File: src/rtl/pc_unit_pkg.sv
// Shared encodings, default vectors and the interrupt-id width helper for pc_unit.
package pc_unit_pkg;

  localparam logic [1:0] PCSRC_PLUS4  = 2'b00;
  localparam logic [1:0] PCSRC_BRANCH = 2'b01;
  localparam logic [1:0] PCSRC_JUMP   = 2'b10;
  localparam logic [1:0] PCSRC_REG    = 2'b11;

  localparam logic [31:0] DEF_RESET_VEC = 32'h8000_0000;
  localparam logic [31:0] DEF_IRQ_VEC   = 32'h8000_0004;
  localparam logic [31:0] DEF_EXC_VEC   = 32'h8000_0008;

  // Width of an interrupt index, never narrower than one bit.
  function automatic int unsigned irq_id_w(input int unsigned n);
    return (n > 2) ? $clog2(n) : 1;
  endfunction

endpackage

File: src/rtl/pc_unit_irq_pending.sv
// Edge-latched, maskable interrupt pending bits with lowest-index-wins priority.
// PC_UNIT_IRQ_SYNC_EN adds a 2-flop synchronizer ahead of edge detection.
module irq_pending
  import pc_unit_pkg::*;
#(
  parameter int unsigned IRQ_N = 4,
  parameter int unsigned ID_W  = irq_id_w(IRQ_N)
) (
  input  logic             clk,
  input  logic             reset,
  input  logic [IRQ_N-1:0] irq,
  input  logic [IRQ_N-1:0] mask,
  input  logic             clr,
  input  logic [ID_W-1:0]  clr_id,
  output logic             any,
  output logic [ID_W-1:0]  id
);

  logic [IRQ_N-1:0] seen;
  logic [IRQ_N-1:0] prev_q;
  logic [IRQ_N-1:0] pending_q, pending_d;
  logic [IRQ_N-1:0] rise, clr_vec, eligible;

`ifdef PC_UNIT_IRQ_SYNC_EN
  logic [IRQ_N-1:0] sync1_q, sync2_q;

  always_ff @(posedge clk or negedge reset) begin
    if (!reset) begin
      sync1_q <= '0;
      sync2_q <= '0;
    end else begin
      sync1_q <= irq;
      sync2_q <= sync1_q;
    end
  end

  assign seen = sync2_q;
`else
  assign seen = irq;
`endif

  assign rise     = seen & ~prev_q;
  assign eligible = pending_q & mask;
  assign any      = |eligible;

  always_comb begin
    clr_vec = '0;
    for (int i = 0; i < IRQ_N; i++) begin
      clr_vec[i] = clr && (clr_id == ID_W'(i));
    end
    // A fresh edge on the line being cleared keeps it pending.
    pending_d = (pending_q & ~clr_vec) | rise;
  end

  always_comb begin
    id = '0;
    for (int i = IRQ_N - 1; i >= 0; i--) begin
      if (eligible[i]) id = ID_W'(i);
    end
  end

  always_ff @(posedge clk or negedge reset) begin
    if (!reset) begin
      prev_q    <= '0;
      pending_q <= '0;
    end else begin
      prev_q    <= seen;
      pending_q <= pending_d;
    end
  end

endmodule

File: src/rtl/pc_unit.sv
// Program-counter sequencer: PC, kernel bit, exception/interrupt vectoring and EPC.
// Define PC_UNIT_IRQ_SYNC_EN to synchronize asynchronous iIrq sources.
module pc_unit
  import pc_unit_pkg::*;
#(
  parameter int unsigned        ADDR_W    = 32,
  parameter int unsigned        IRQ_N     = 4,
  parameter logic [ADDR_W-1:0] RESET_VEC = DEF_RESET_VEC,
  parameter logic [ADDR_W-1:0] IRQ_VEC   = DEF_IRQ_VEC,
  parameter logic [ADDR_W-1:0] EXC_VEC   = DEF_EXC_VEC
) (
  input  logic                         clk,
  input  logic                         reset,
  input  logic                         iStall,
  input  logic [1:0]                   iPCSrc,
  input  logic                         iBranchTaken,
  input  logic [ADDR_W-1:0]            iBranchOffset,
  input  logic [25:0]                  iJumpIndex,
  input  logic [ADDR_W-1:0]            iRegTarget,
  input  logic                         iOverflow,
  input  logic                         iEret,
  input  logic [IRQ_N-1:0]             iIrq,
  input  logic [IRQ_N-1:0]             iIrqMask,
  output logic [ADDR_W-1:0]            oPC,
  output logic [ADDR_W-1:0]            oPCPlus4,
  output logic [ADDR_W-1:0]            oEPC,
  output logic                         oKernel,
  output logic                         oSquash,
  output logic                         oIrqTaken,
  output logic                         oExcTaken,
  output logic [irq_id_w(IRQ_N)-1:0]   oIrqId
);

  localparam int unsigned ID_W = irq_id_w(IRQ_N);

  logic [ADDR_W-1:0] pc_q, pc_d, epc_q, epc_d;
  logic [ADDR_W-1:0] pc_plus4, next_normal;
  logic              kernel, irq_any;
  logic              exc_take, eret_take, irq_take;
  logic [ID_W-1:0]   irq_id;

  irq_pending #(
    .IRQ_N (IRQ_N),
    .ID_W  (ID_W)
  ) u_irq_pending (
    .clk    (clk),
    .reset  (reset),
    .irq    (iIrq),
    .mask   (iIrqMask),
    .clr    (irq_take),
    .clr_id (irq_id),
    .any    (irq_any),
    .id     (irq_id)
  );

  assign pc_plus4 = pc_q + ADDR_W'(4);
  assign kernel   = pc_q[ADDR_W-1];

  assign exc_take  = ~iStall & iOverflow;
  assign eret_take = ~iStall & ~iOverflow & iEret;
  assign irq_take  = ~iStall & ~iOverflow & ~iEret & ~kernel & irq_any;

  always_comb begin
    next_normal = pc_plus4;
    case (iPCSrc)
      PCSRC_BRANCH: if (iBranchTaken) next_normal = pc_plus4 + (iBranchOffset << 2);
      PCSRC_JUMP:   next_normal = {pc_plus4[ADDR_W-1:28], iJumpIndex, 2'b00};
      PCSRC_REG:    next_normal = iRegTarget;
      default:      next_normal = pc_plus4;
    endcase
    // Only jr/jalr may cross between user and kernel space.
    if (iPCSrc != PCSRC_REG) next_normal[ADDR_W-1] = kernel;
  end

  always_comb begin
    pc_d  = pc_q;
    epc_d = epc_q;
    if (iStall) begin
      pc_d = pc_q;
    end else if (exc_take) begin
      epc_d = pc_q;
      pc_d  = EXC_VEC;
    end else if (eret_take) begin
      pc_d = {1'b0, epc_q[ADDR_W-2:0]};
    end else if (irq_take) begin
      epc_d = pc_q;
      pc_d  = IRQ_VEC;
    end else begin
      pc_d = next_normal;
    end
  end

  always_ff @(posedge clk or negedge reset) begin
    if (!reset) begin
      pc_q  <= RESET_VEC;
      epc_q <= '0;
    end else begin
      pc_q  <= pc_d;
      epc_q <= epc_d;
    end
  end

  assign oPC       = pc_q;
  assign oPCPlus4  = pc_plus4;
  assign oEPC      = epc_q;
  assign oKernel   = kernel;
  assign oSquash   = exc_take | irq_take;
  assign oIrqTaken = irq_take;
  assign oExcTaken = exc_take;
  assign oIrqId    = irq_take ? irq_id : '0;

endmodule

File: config.mk
export PLATFORM = sky130hd
export DESIGN_NAME = pc_unit
export DESIGN_NICKNAME = d
export VERILOG_FILES = /design/src/rtl/pc_unit_pkg.sv /design/src/rtl/pc_unit_irq_pending.sv /design/src/rtl/pc_unit.sv
export SDC_FILE = /design/constraint.sdc
export NUM_CORES = 1
export LEC_CHECK = 0
export BUFFER_PORTS_ARGS = -buffer_cell sky130_fd_sc_hd__buf_2
export CAP_MARGIN = 5
export CORE_MARGIN = 1
export CORE_UTILIZATION = 56
export DETAILED_ROUTE_END_ITERATION = 12
export PLACE_DENSITY = 0.88
export SYNTH_ARGS = -nofsm -noshare
export SYNTH_HDL_FRONTEND = slang
export SYNTH_SLANG_ARGS = --single-unit
File: constraint.sdc
create_clock -name clk -period 7.53 [get_ports clk]
set_input_delay 0.753 -clock clk [delete_from_list [all_inputs] [get_ports clk]]
set_output_delay 0.753 -clock clk [all_outputs]
set_load 0.1 [all_outputs]
==> out/metrics.csv <==
metric;value;unit
outcome;completed;
sequential share of the synthesized area;29.7;%
cells after synthesis;689;
starting density of the core;58.3;%
RSZ-0062 raised after global routing;no;
top-area cell type share of the netlist area;29.2;%
Slew Viols, Final;0;
DRC;0;
DR vias/cell;6.41;
Post-CTS Hold Fix Bufs;0;
Worst Setup End Kind;flip-flop;
number of DRC markers in iteration 0;637;
Max VDD drop;0.000168;V
required time of the critical path;7.74;ns
clk_lat worst skew;0.36;ns
final-stage net count;1018;
worst min path class;flip-flop to flip-flop;
synthesized flop and latch total;72;
synth unique cells;68;
first-pass detailed-route iteration total;7;
CTS resizes;0;
IO Port Bufs;205;
die width;106;µm
CP max stage cell;nor4_4;
Cell Area, Synth;6080;µm²
area of the multi-input gates;4030;µm²
Final Wtd Congestion;0.922;
CP arrival;4.27;ns
Post-DP Area;7160;µm²
vias in the first global route;6174;
Final period util;53.9;%
post-synthesis compound-gate area fraction;23.2;%
synthesized area per cell;8.82;µm²
Switching Fraction;54.0;%
final hold vios;0;
final number of setup-violating endpoints;0;
total CTS buffers;9;
main flop type after synthesis;dfrtp_1;
Layout fillers;890;
clock root cell;clkbuf_8;
Post-synth ARST share;100;%
Synth Area in Adders;7.74;%
diode count;0;
H-tree Lvls;3;
XOR/XNOR Fraction of Synth Area;7.80;%
Combinational Power Share;53.6;%
Final ANT Viol Nets;0;
CP Launch Type;flip-flop;
routed vias;6516;
Die H;106;µm
WS Path Type;flip-flop to flip-flop;
WL/cell;19.9;µm
syn nets;832;
fin area;7370;µm²
Reg area;1800;µm²
Leakage;3.79;nW
Max Buffers Root-to-Sink;2;
Setup Fix Bufs, Post-CTS;0;
worst setup margin;3.47;ns
Cell Pwr Density;242;nW/µm²
EDFF count, synth;0;
synth cell count leaders;dfrtp_1 (71), nand2_1 (67), o21ai_0 (56);
I/O pin cnt;208;
Tot GR Track Use;35.6;%
most common cell in the netlist;dfrtp_1;
crit path buf inv count;0;
initial antenna violation count;0;
largest net degree at the start of global routing;73;
die area;11300;µm²
total power;1.78;mW
Area Overhead vs Synth;21.2;%
max-cap viol count;0;
slew at the pin closest to its max-slew limit;0.949;ns
skew final;0.00708;ns
mux share of post-synthesis cell area;9.24;%
Internal;0.818;mW
first-pass GRT wire length;31300;µm
Warnings, synthesis;0;
estimated wirelength of the detail-placed design;14400;µm
TNS Setup;0;ns
Rel. slew slack;36.7;%
grt total ovfl;0;
share of cells above drive strength 1;33.6;%
main combinational cell family by area after synthesis;compound AO/OA/AOI/OAI gates;
area leader, netlist;dfrtp_1;
largest cells by area after synthesis;dfrtp_1 (29%), ha_1 (7.4%), mux2_2 (6.5%);
crit path cell chain;ha_1 -> nand2_1 -> nor4_4 -> nand3_1 -> xnor2_1 -> ha_1 -> nand2_1 -> o21bai_1 -> a21o_1 -> a21oi_1 -> o211a_1 -> o31ai_1 -> mux2i_1 -> o2111ai_1;
CORE AREA;10400;µm²
FP Rows;37;
Top delay family on crit path;compound AO/OA/AOI/OAI gates;
Simple-Gate Fraction of Synth Area;18.1;%
clock share of power;18.8;%
Switching Power;0.961;mW
Detailed Route WL;20200;µm
Critical Path Max Stage Delay;0.55;ns
pre-CTS WS;3.64;ns
sequential power share;27.6;%
Fmax;246;MHz
Final Critical Period;4.06;ns
Reg clk slew, reported paths;0.08;ns
CTS tree;yes;
Max FO, Critical Path;10;
Sink Count;72;
## logic make-up after synthesis
logic type                 Yosys count
muxes                               48
AOI/OAI and AO/OA                  214
and+or+nand+nor                    208
adders and majority gates           37
xor gates and xnor gates            49
DFF                                 72
buffers and inverters               61
## routing by layer
| metal | share of wire [%] | global-route usage, % |
|---|---|---|
| met3 | 9.6 | 6.13 |
| met2 | 47 | 58.9 |
| met5 | 0 | 0 |
| met4 | 3.0 | 14.4 |
| met1 | 40 | 46.2 |
## cell usage in the layout, fill, tap and decap left out, drive strengths merged, types with 4 or more instances in the layout
cell type | netlist | final
o221a | 5 | 5
a31oi | 7 | 7
clkbuf | 20 | 11
and4 | 4 | 4
inv | 26 | 26
nand4 | 15 | 15
o21ai | 62 | 62
xnor2 | 30 | 30
and2 | 7 | 7
xor2 | 19 | 19
nor2b | 10 | 10
ha | 36 | 36
mux2 | 35 | 35
nor3 | 8 | 8
nand3 | 24 | 24
a222oi | 18 | 18
mux2i | 10 | 10
or2 | 4 | 4
o211ai | 7 | 7
nand2b | 6 | 6
a22oi | 14 | 14
a21oi | 53 | 53
a211oi | 6 | 6
nand2 | 68 | 68
and3 | 8 | 8
buf | 15 | 210
nor2 | 42 | 42
a21o | 13 | 13
dfrtp | 71 | 71
## per-stage QoR
stage | utilization (%) | std cells | hold WS [ns]
5_1_grt | 70.7 | 1016 | 0.434
4_1_cts | 70.7 | 1016 | 0.430
3_3_place_gp | 68.7 | 1000 | 0.403
3_5_place_dp | 68.7 | 1000 | 0.419
6_report | 70.7 | 1016 | 0.430
2_1_floorplan | - | 689 | 0.400
## power by group through the flow
stage,combinational [mW],clock (mW),sequential (mW)
2_1_floorplan,0.445,0,0.809
3_3_place_gp,0.934,0,0.494
3_5_place_dp,0.942,0,0.496
4_1_cts,0.947,0.334,0.489
5_1_grt,0.995,0.348,0.497
6_report,0.955,0.334,0.491
## final timing paths
| check | from | endpoint | slack (ns) | cells after the start |
|---|---|---|---|---|
| worst max-delay path | oPC[2]$_DFFE_PN0N_ | oPC[29]$_DFFE_PN0N_ | 3.47 | 14 |
| worst min-delay path | u_irq_pending.prev_q[0]$_DFF_PN0_ | u_irq_pending.pending_q[0]$_DFF_PN0_ | 0.43 | 1 |
| worst max register to register | oPC[2]$_DFFE_PN0N_ | oPC[29]$_DFFE_PN0N_ | 3.47 | 14 |
| worst min register to register | u_irq_pending.prev_q[0]$_DFF_PN0_ | u_irq_pending.pending_q[0]$_DFF_PN0_ | 0.43 | 1 |
| max in group asynchronous | reset | oPC[2]$_DFFE_PN0N_ | 6.30 | 2 |
| min in group asynchronous | reset | oEPC[12]$_DFFE_PN0P_ | 0.61 | 2 |
## sequential cells by signal, indices dropped and copies added (netlist names)
| name | flops |
|---|---|
| oPC | 32 |
| u_irq_pending.pending_q | 4 |
| u_irq_pending.prev_q | 4 |
| oEPC | 32 |
## area by class of cell
cell class | count | share of cell area (%)
Inverter | 26 | 1.32
Clock inverter | 5 | 0.747
Clock buffer | 11 | 2.06
Timing Repair Buffer | 210 | 14.4
Sequential cell | 72 | 24.5
Tap cell | 136 | 2.31
Multi-Input combinational cell | 556 | 54.7
(Power assumes the default switching activity.)
